### src/rtl/jk_drv_pkg.sv
// rtl/jk_drv_pkg.sv - shared types and sizing helpers for the JK excitation driver
package jk_drv_pkg;

  typedef enum logic [1:0] {
    IDLE   = 2'd0,
    DRIVE  = 2'd1,
    SETTLE = 2'd2,
    CHECK  = 2'd3
  } state_t;

  localparam logic MODE_LOAD   = 1'b0;
  localparam logic MODE_TOGGLE = 1'b1;

  // Bits needed to hold a counter value in 0..max_val (never less than one bit)
  function automatic int cnt_w(input int max_val);
    return (max_val < 2) ? 1 : $clog2(max_val + 1);
  endfunction

  localparam int DEF_MAX_RETRY     = 2;
  localparam int DEF_SETTLE_CYCLES = 1;
  localparam int RETRY_W           = cnt_w(DEF_MAX_RETRY);
  localparam int SETTLE_W          = cnt_w(DEF_SETTLE_CYCLES);

endpackage

### src/rtl/jk_excite_enc.sv
// rtl/jk_excite_enc.sv - per-bit J/K excitation from current Q and target
module jk_excite_enc
  import jk_drv_pkg::*;
#(
  parameter int WIDTH = 8
) (
  input  logic [WIDTH-1:0] q,
  input  logic [WIDTH-1:0] expected,
  input  logic             mode,
  input  logic             first,
  output logic [WIDTH-1:0] j,
  output logic [WIDTH-1:0] k
);

  // First TOGGLE drive uses the 11 code on the mask; everything else steers toward expected
  always_comb begin
    if (first && (mode == MODE_TOGGLE)) begin
      j = expected ^ q;
      k = expected ^ q;
    end else begin
      j = ~q & expected;
      k = q & ~expected;
    end
  end

endmodule

### src/rtl/jk_excitation_driver.sv
// rtl/jk_excitation_driver.sv - drives a JK bank, verifies Q and retries on mismatch
module jk_excitation_driver
  import jk_drv_pkg::*;
#(
  parameter int WIDTH         = 8,
  parameter int SETTLE_CYCLES = 1,
  parameter int MAX_RETRY     = 2
) (
  input  logic             clk,
  input  logic             rst,
  input  logic             req_valid,
  output logic             req_ready,
  input  logic             req_mode,
  input  logic [WIDTH-1:0] req_data,
  input  logic [WIDTH-1:0] q_in,
  output logic [WIDTH-1:0] j,
  output logic [WIDTH-1:0] k,
  output logic             busy,
  output logic             done,
  output logic             err,
  output logic [WIDTH-1:0] err_bits
);

  localparam int RW = cnt_w(MAX_RETRY);
  localparam int SW = cnt_w(SETTLE_CYCLES);

  state_t           state;
  logic [WIDTH-1:0] expected;
  logic [RW-1:0]    retry_cnt;
  logic [SW-1:0]    settle_cnt;

  logic [WIDTH-1:0] acc_exp;
  logic [WIDTH-1:0] enc_exp;
  logic [WIDTH-1:0] enc_j;
  logic [WIDTH-1:0] enc_k;
  logic             enc_first;

  assign req_ready = (state == IDLE);
  assign busy      = (state != IDLE);

  // In IDLE the encoder sees the incoming request; in CHECK it sees the stored target
  assign acc_exp   = (req_mode == MODE_TOGGLE) ? (q_in ^ req_data) : req_data;
  assign enc_first = (state == IDLE);
  assign enc_exp   = enc_first ? acc_exp : expected;

  jk_excite_enc #(.WIDTH(WIDTH)) u_enc (
    .q        (q_in),
    .expected (enc_exp),
    .mode     (req_mode),
    .first    (enc_first),
    .j        (enc_j),
    .k        (enc_k)
  );

  // Sequencer: accept, drive one cycle, settle, check, then retry or finish
  always_ff @(posedge clk or negedge rst) begin
    if (!rst) begin
      state      <= IDLE;
      expected   <= '0;
      retry_cnt  <= '0;
      settle_cnt <= '0;
      j          <= '0;
      k          <= '0;
      done       <= 1'b0;
      err        <= 1'b0;
      err_bits   <= '0;
    end else begin
      j    <= '0;
      k    <= '0;
      done <= 1'b0;
      err  <= 1'b0;
      case (state)
        IDLE: begin
          if (req_valid) begin
            expected  <= acc_exp;
            retry_cnt <= '0;
            err_bits  <= '0;
            j         <= enc_j;
            k         <= enc_k;
            state     <= DRIVE;
          end
        end
        DRIVE: begin
          settle_cnt <= SW'(SETTLE_CYCLES - 1);
          state      <= SETTLE;
        end
        SETTLE: begin
          if (settle_cnt == '0) begin
            state <= CHECK;
          end else begin
            settle_cnt <= settle_cnt - SW'(1);
          end
        end
        CHECK: begin
          if (q_in == expected) begin
            done  <= 1'b1;
            state <= IDLE;
          end else if (retry_cnt < RW'(MAX_RETRY)) begin
            retry_cnt <= retry_cnt + RW'(1);
            j         <= enc_j;
            k         <= enc_k;
            state     <= DRIVE;
          end else begin
            err      <= 1'b1;
            err_bits <= expected ^ q_in;
            state    <= IDLE;
          end
        end
        default: state <= IDLE;
      endcase
    end
  end

endmodule

### config.mk
export PLATFORM = sky130hd
export DESIGN_NAME = jk_excitation_driver
export DESIGN_NICKNAME = d
export VERILOG_FILES = /design/src/rtl/jk_drv_pkg.sv /design/src/rtl/jk_excite_enc.sv /design/src/rtl/jk_excitation_driver.sv
export SDC_FILE = /design/constraint.sdc
export NUM_CORES = 1
export LEC_CHECK = 0
export ABC_CLOCK_PERIOD_IN_PS = 3700
export CAP_MARGIN = 20
export CORE_MARGIN = 2
export CORE_UTILIZATION = 30
export CTS_BUF_LIST = sky130_fd_sc_hd__clkbuf_16
export DETAILED_ROUTE_END_ITERATION = 8
export SYNTH_ARGS = -nofsm -noshare
export SYNTH_HDL_FRONTEND = slang
export SYNTH_HIERARCHICAL = 1
export SYNTH_SLANG_ARGS = --single-unit
### constraint.sdc
create_clock -name clk -period 3.7 [get_ports clk]
set_clock_uncertainty 0.2 [all_clocks]
set_input_delay 1.11 -clock clk [delete_from_list [all_inputs] [get_ports clk]]
set_output_delay 1.11 -clock clk [all_outputs]
set_load 0.01 [all_outputs]
# --- Word level (Yosys, flattened, before mapping) ---
# Index checks and enable logic that the tools add are counted.
# Widths: inputs -> output; s select.
word_totals:
  register_bits: 39
  word_cells: 69
  romBits: 0
  latch_bits: 0
  mem_bits_rw: 0
  n_memories: 0
op_classes:
  eq_ne: 9
  n_div: 0
  addsub: 2
  bitwise: 7
  magnitude_cmp: 1
  n_mul: 0
  muxes: 32
  n_shift: 0
  reduce_logical: 9
ops:
  columns: ["cell", "n"]
  rows:
  - ["$mux 8", 13]
  - ["$pmux 8 s2", 3]
  - ["$xor 8x8->8", 3]
  - ["$and 8x8->8", 2]
  - ["$not 8->8", 2]
  - ["$mux 2", 5]
  - ["$ne 2x2->1 const B", 5]
  - ["$eq 8x8->1", 1]
  - ["$mux 1", 8]
  - ["$pmux 2 s4", 1]
  - ["$reduce_and 4->1", 2]
  - ["$reduce_bool 2->1", 3]
  - ["$eq 2x2->1 const B", 2]
  - ["$pmux 2 s2", 1]
  - ["$reduce_and 2->1", 2]
  - ["$add 2x1->2 const B", 1]
  - ["$eq 2x1->1 const B", 1]
  - ["$logic_not 2->1", 1]
  - ["$lt 2x2->1 const B", 1]
  - ["$pmux 1 s2", 1]
  - ["$logic_and 1x1->1", 1]
  - ["$sub 1x1->1 const B", 1]

# --- Depth between registers and ports, before layout ---
# Gate-level depths: netlist of run 1.
depth:
  depth_word: 9
  depth_mapped: 12
  mapped_depth_nobuf: 10

# --- Modules after synthesis ---
# The synthesis of run 1 kept the hierarchy.
modules_own_cells:
  columns: ["mod", "area_each_um2", "cells_each", "n_inst"]
  rows:
  - ["jk_excitation_driver", 1926.8, 177, 1]
  - ["jk_excite_enc", 488.0, 63, 1]

# --- Worst setup path after synthesis of run 1 ---
# OpenSTA, ideal clock, no wires.
synth_timing:
  kind: "in2reg"
  start: "input req_mode"
  end: "register k[4]"
  n_path_buf: 1
  t_required_ps: 3412
  path_slack_ps: 856
  cell_stages: 10
  setup_time_ps: 88
  arrival_time_ps: 2555
  cell_sequence: "clkbuf_1 > nand2_1 > xor2_1 > a21oi_1 > inv_1 > ha_1 > and3b_1 > a21o_1 > inv_1 > a211oi_2"
synth_between:
  elab_chain_len: 8
synth_lines:
  columns: ["item", "line_no", "text"]
  rows:
  - ["start, declared", "jk_excitation_driver.sv:13", "input logic req_mode,"]
  - ["$mux 8 (*)", "jk_excitation_driver.sv:42", "assign acc_exp = (req_mode == MODE_TOGGLE) ? (q_in ^ req_data) : req_data;"]
  - ["$mux 8 (*)", "jk_excitation_driver.sv:44", "assign enc_exp = enc_first ? acc_exp : expected;"]
  - ["via enc_exp[4]", "jk_excitation_driver.sv:33", "logic [WIDTH-1:0] enc_exp;"]
  - ["$not 8->8", "jk_excite_enc.sv:22", "k = q & ~expected;"]
  - ["$and 8x8->8", "jk_excite_enc.sv:22", null]
  - ["$mux 8 (*)", "jk_excite_enc.sv:17", "if (first && (mode == MODE_TOGGLE)) begin"]
  - ["via enc_k[4]", "jk_excitation_driver.sv:35", "logic [WIDTH-1:0] enc_k;"]
  - ["$mux 8", "jk_excitation_driver.sv:98", "end else if (retry_cnt < RW'(MAX_RETRY)) begin"]
  - ["$mux 8", "jk_excitation_driver.sv:95", "if (q_in == expected) begin"]
  - ["$pmux 8 s2 (*)", "jk_excitation_driver.sv:72", "case (state)"]
  - ["end signal, assigned", "jk_excitation_driver.sv:79", "k <= enc_k;"]
  - ["end signal, assigned", "jk_excitation_driver.sv:101", "k <= enc_k;"]
  - ["end, declared", "jk_excitation_driver.sv:17", "output logic [WIDTH-1:0] k,"]
# The timed path passes the listed nets; every way through them passes the cells marked *.
# A chain may end at the register's enable or synchronous reset.

# --- Worst setup path after layout of run 1 ---
# Same ends and word-level chain as after synthesis.

==> summary.txt, run 1 <==
Clk Latency, worst-skew pair: 0.28 ns
Largest net degree at the start of global routing: 39
Die ar.: 8780 um2
Core footprint: 7770 um2
Routed Wire Length: 5.10 mm
Cells along the critical path: clkdlybuf4s50_1 -> nand2_1 -> xor2_1 -> a21oi_1 -> inv_1 -> ha_1 -> and3b_1 -> a21o_1 -> inv_1 -> a211oi_2
Share of layout cells above drive strength 1: 12.9%
Worst Max-Slew Pin Slew: 0.855 ns
Sequential share of power: 26.9%
#FFs+latches synth: 38
Max frequency: 303 MHz
Post-DRT Antenna Nets: 0
# diodes: 0
H-Tree Depth: 2
Clock power share: 20.1%
Sw Ratio: 40.5%
Crit Path Category: in -> reg
FF-to-FF path depth: 11
Status: finished, final reports clean
Routed length per instance: 13.1 um
CTS Buf Count: 5
Final Util: 40.3%
Final Cycle Share: 89.3%
Remaining Overflow, GRT: 0
Post-Synthesis Cells: 240
Post-Syn Nets: 278
IO Port Bufs: 47
Hold_buf cts: 0
IR drop worst, VDD: 0.325 mV
Clk pin slew, worst setup/hold paths: 0.06 ns
Worst Path Max Fanout: 11
DRC violations left: 0
RR Endpoint: k[4]$_DFF_PN0_
DRT iter0 DRCs: 58
Tot Pwr: 2.41 mW
Register Area: 951 um2
Filler cell count: 778
Post-CTS sizing: 0
Postcts setup bufs: 0
CP most frequent cell: inv_1
Pwr Density: 771 nW/um2
RSZ-0062 raised after global routing: no
Routability cong.: 0.752
Bufs on Longest Clock Path: 2
P_int: 1.44 mW
Distinct cell type count after synthesis: 37
TNS Setup: 0 ns
CP endpoint kind: flop
Pins Over Slew Limit: 0
Mapped cell area: 2410 um2
Vias in the first global route: 1,907
Register area share after synthesis: 39.4%
Die X: 93.7 um
First-pass GRT wire length: 8.73 mm
Gr usage total: 12.5%
Worst path required time: 3.68 ns
Final setup vio count: 0
Detailed-route via count: 1,779
Rel. slew slack: 43.0%
Clock Tree Root: clkbuf_16
Flop-to-flop setup slack: 0.87 ns
Critical path buffer and inverter count: 3
Hold path cells: 1
Die Y: 93.7 um
Pleak: 1.47 nW
TritonCTS Sinks: 38
Initial antenna violation count: 0
Hold worst-path end: err_bits[7]$_DFFE_PN0P_
# Max-Cap Violations: 0
CTS tree: built
Starting Density: 31.1%
I/O pin count: 48
Cell Rows: 32
Final hold vios: 0
Crit-path slowest cell: clkdlybuf4s50_1
Worst reg2reg startpoint: state[0]$_DFFE_PN0P_
P&R area growth vs syn: 29.6%
NumNets Final: 323
CP Launch Point: req_mode
Top Family by Delay on Critical Path: buffers and inverters
Syn_area_per_cell: 10.1 um2
Slowest stage delay, CP: 0.72 ns
Hold Crit Start: err_bits[7]$_DFFE_PN0P_
Hpwl dp: 3.93 mm
Hold Path Class: reg -> reg
First-pass DRT Iterations: 4
Vias/cell: 4.59
Synth warn: 6
Worst setup SP type: input port
Area occupied by multi-input gates: 1240 um2
Critical Path AT: 3.29 ns
Net Sw Power: 977 uW
Comb power frac: 53.0%
Tmin final: 3.30 ns
==> synthesized netlist by cell type (all sizes together) <==
| cell type | instances | area [um2] |
|---|---|---|
| dfrtp | 38 | 951 |
| nor3 | 2 | 10.0 |
| o21a | 1 | 7.51 |
| o31a | 1 | 8.76 |
| mux2 | 1 | 11.3 |
| and2b | 1 | 7.51 |
| xor2 | 8 | 70.1 |
| xnor2 | 8 | 130 |
| nor2b | 1 | 6.26 |
| o21ai | 12 | 71.3 |
| a21oi | 12 | 60.1 |
| nor2 | 11 | 41.3 |
| a21o | 10 | 75.1 |
| clkbuf | 6 | 23.8 |
| ha | 18 | 225 |
| o211ai | 2 | 15.0 |
| buf | 7 | 53.8 |
| a211oi | 16 | 165 |
| o2bb2ai | 8 | 70.1 |
| o31ai | 1 | 21.3 |
| or3 | 1 | 6.26 |
| a31oi | 4 | 25.0 |
| a221oi | 1 | 8.76 |
| and3b | 5 | 43.8 |
| inv | 39 | 146 |
| nand4 | 2 | 42.5 |
| mux2i | 4 | 40.0 |
| nand2 | 20 | 77.6 |
==> worst register-to-register path: stages, from the launching register on <==
cell      delay (ns)
dfrtp_1         0.40
inv_1           0.09
ha_1            0.46
buf_4           0.37
nor2_1          0.07
a21oi_1         0.24
inv_1           0.08
ha_1            0.28
and3b_1         0.23
a21o_1          0.09
inv_1           0.04
a211oi_2        0.18
==> area by class of cell <==
cell class | instances | share of cell area (%)
Timing Repair Buffer | 51 | 15.8
Tap cell | 102 | 4.08
Multi-Input combinational cell | 150 | 39.6
Clock inverter | 3 | 1.44
Inverter | 39 | 4.68
Sequential cell | 38 | 30.4
Clock buffer | 5 | 4.00
==> worst max path at each step <==
| stage | end | slack, ns | cells after the start |
|---|---|---|---|
| global placement | k[4]$_DFF_PN0_ | 0.17 | 10 |
| finish | k[4]$_DFF_PN0_ | 0.40 | 10 |
| detailed placement | k[4]$_DFF_PN0_ | 0.12 | 10 |
| CTS | k[4]$_DFF_PN0_ | 0.40 | 10 |
| floorplan | k[4]$_DFF_PN0_ | 0.86 | 10 |
| global route | k[7]$_DFF_PN0_ | 0.23 | 10 |
==> flip-flops by register name, indices dropped and copies added, names as in the netlist <==
register,flops
done,1
err,1
err_bits,8
expected,8
j,8
k,8
retry_cnt,2
state,2
==> per-stage QoR <==
| stage | worst slack [ns] | cells | hold slack, ns | cell area, um2 |
|---|---|---|---|---|
| 2_1_floorplan | 0.856 | 240 | 0.306 | 2410 |
| 3_3_place_gp | 0.172 | 380 | 0.277 | 2960 |
| 3_5_place_dp | 0.123 | 380 | 0.280 | 2960 |
| 4_1_cts | 0.401 | 388 | 0.296 | 3130 |
| 5_1_grt | 0.229 | 388 | 0.309 | 3130 |
| 6_report | 0.397 | 388 | 0.295 | 3130 |
==> power by group through the flow <==
stage | registers, mW | clock network [mW] | logic (mW)
finish | 0.649 | 0.485 | 1.28
global route | 0.672 | 0.513 | 1.44
CTS | 0.653 | 0.495 | 1.30
detailed placement | 0.660 | 0 | 1.29
global placement | 0.658 | 0 | 1.26
floorplan | 0.685 | 0 | 0.887
==> metal layers <==
metal	share of wire, %	track usage (%)	up-vias	wire length, um
met3	4.3	2.65	2	220
met2	51	22.6	30	2600
met4	0.37	2.54	0	19
met5	0	0	-	0
met1	44	15.1	852	2250
li1	-	-	895	-
==> kinds of logic (layout without fill, tap and decap cells) <==
kind of cell	after synthesis	count (layout)	synth area share, %
fa+ha+maj	18	18	9.33
xor+xnor	16	16	8.29
buf+inv	52	98	9.27
compound gates	68	68	21.9
simple gates	43	43	9.74
mux	5	5	2.12
flops	38	38	39.4
==> layout by cell type (no fill, tap or decap), types with 5 or more instances in the layout <==
master           count
clkdlybuf4s50_1     46
nor2_1              11
and3b_1              5
a211oi_2             9
o2bb2ai_1            8
a21o_1              10
xor2_1               8
a21oi_1             12
ha_1                18
clkbuf_16            5
a211oi_1             7
xnor2_2              8
dfrtp_1             38
nand2_1             19
inv_1               38
o21ai_0             10
Note: power is estimated with default switching activity, not from simulation.
==> run 2, diff against run 1 <==
CORE_UTILIZATION = 45   (was 30)
GPL_ROUTABILITY_DRIVEN = 0   (was not set)
PLACE_DENSITY = 0.71   (was not set)
==> summary.txt, run 2 (synthesized netlist as in run 1, its figures left out) <==
Status: finished, final reports clean
Tmin final: 3.18 ns
Leading cell type in the layout, fill and taps excluded: clkdlybuf4s50_1
Cell Rows: 26
Worst path required time: 3.69 ns
Die Y: 77.3 um
Slowest stage delay, CP: 0.46 ns
Vias/cell: 5.13
RSZ-0062 raised after global routing: no
CP most frequent cell: inv_1
Most frequent cells in the layout: clkdlybuf4s50_1, inv_1, dfrtp_1
Hold_buf cts: 0
# diodes: 0
Final hold vios: 0
Die ar.: 5970 um2
Bufs on Longest Clock Path: 2
Worst Max-Slew Pin Slew: 0.852 ns
Rel. slew slack: 43.2%
Worst setup SP type: input port
CP endpoint kind: flop
Post-CTS sizing: 0
DRT iter0 DRCs: 69
Critical Path AT: 3.17 ns
Pins Over Slew Limit: 0
CTS Buf Count: 5
Max frequency: 315 MHz
DRC violations left: 0
Post-Layout Cell Count: 355
Die X: 77.3 um
Largest net degree at the start of global routing: 39
Detailed-route via count: 1,821
Vias in the first global route: 1,853
Pwr Density: 762 nW/um2
IO Port Bufs: 47
TritonCTS Sinks: 38
Final Cycle Share: 85.9%
Top Family by Delay on Critical Path: buffers and inverters
Routed Wire Length: 4.92 mm
First-pass GRT wire length: 8.80 mm
Hpwl dp: 3.53 mm
IR drop worst, VDD: 0.370 mV
Post-DRT Antenna Nets: 0
First-pass DRT Iterations: 4
Clk pin slew, worst setup/hold paths: 0.05 ns
Cells along the critical path: clkdlybuf4s50_1 -> buf_4 -> nand2_1 -> xor2_1 -> a21oi_1 -> inv_1 -> ha_1 -> and3b_1 -> a21o_1 -> inv_1 -> a211oi_2
CTS tree: built
Initial antenna violation count: 0
Share of layout cells above drive strength 1: 12.6%
TNS Setup: 0 ns
Clock Tree Root: clkbuf_16
Hold Path Class: reg -> reg
Core footprint: 5140 um2
H-Tree Depth: 2
Pleak: 1.46 nW
NumNets Final: 323
# Max-Cap Violations: 0
Gr usage total: 18.7%
Crit Path Category: in -> reg
Worst Path Max Fanout: 16
P&R area growth vs syn: 26.5%
Critical path buffer and inverter count: 4
Crit-path slowest cell: clkdlybuf4s50_1
I/O pin count: 48
Placed Cells: 348
Clk Latency, worst-skew pair: 0.28 ns
Postcts setup bufs: 0
Routed length per instance: 13.8 um
Final setup vio count: 0
Starting Density: 47.0%
Remaining Overflow, GRT: 0
## run 2: cell count changes in the layout (fill, tap and decap cells not counted)
cell | before | now
clkinvlp_4 | 2 | 0
bufinv_16 | 1 | 0
clkinv_2 | 0 | 2
## run 2: worst paths after layout
kind                       depth (start not counted)                    start                      end  slack [ns]
min in group asynchronous                          1                      rst  err_bits[7]$_DFFE_PN0P_        0.74
setup / recovery                                  11                 req_mode           j[6]$_DFF_PN0_        0.52
max in group asynchronous                          1                      rst  expected[5]$_DFFE_PN0P_        2.02
hold reg to reg                                    1  err_bits[7]$_DFFE_PN0P_  err_bits[7]$_DFFE_PN0P_        0.29
setup reg to reg                                  11     state[0]$_DFFE_PN0P_           j[6]$_DFF_PN0_        1.05
hold / removal                                     1  err_bits[7]$_DFFE_PN0P_  err_bits[7]$_DFFE_PN0P_        0.29
## run 2: layer usage
metal | vias up | routed length (um) | track usage [%]
met5 | - | 0 | 0
met4 | 0 | 53 | 4.82
met3 | 5 | 199 | 4.47
met2 | 35 | 2560 | 33.4
met1 | 885 | 2110 | 22.4
li1 | 896 | - | -
## run 2: layout make-up
cell class	instances	area, um2
repair buffers	51	495
well taps	70	87.6
fillers	483	2080
inverters	39	146
flip-flops and latches	38	951
clock inverters	2	10.0
multi-input cells	150	1240
clock buffers	5	125
## run 2: metrics by stage
stage	hold WS (ns)	total power [mW]	setup WS, ns	utilization, %	instance area (um2)
detailed placement	0.274	1.94	0.232	56.8	2920
CTS	0.291	2.36	0.502	59.4	3060
floorplan	0.306	1.57	0.856	-	2410
global placement	0.275	1.91	0.257	56.8	2920
finish	0.286	2.33	0.522	59.4	3060
global route	0.305	2.54	0.346	59.4	3060
## run 2: report_power, final
group          switching [mW]  internal, mW  total, mW
Clock                   0.157         0.243      0.400
Sequential             0.0980         0.555      0.653
Combinational           0.711         0.565       1.28
Total                   0.966          1.36       2.33
## run 2: worst reg2reg max path, delay by kind of cell (launching register included)
kind | cells | cell delay, ns
simple gates | 2 | 0.31
flops | 1 | 0.40
compound gates | 3 | 0.47
buf+inv | 4 | 0.54
fa+ha+maj | 2 | 0.60
==> run 3, diff against run 2 <==
SKIP_CTS_REPAIR_TIMING = 1   (was not set)
SLEW_MARGIN = 20   (was not set)
==> results of run 3 <==
No change in the layout: final DEF, timing and power equal those of run 2.
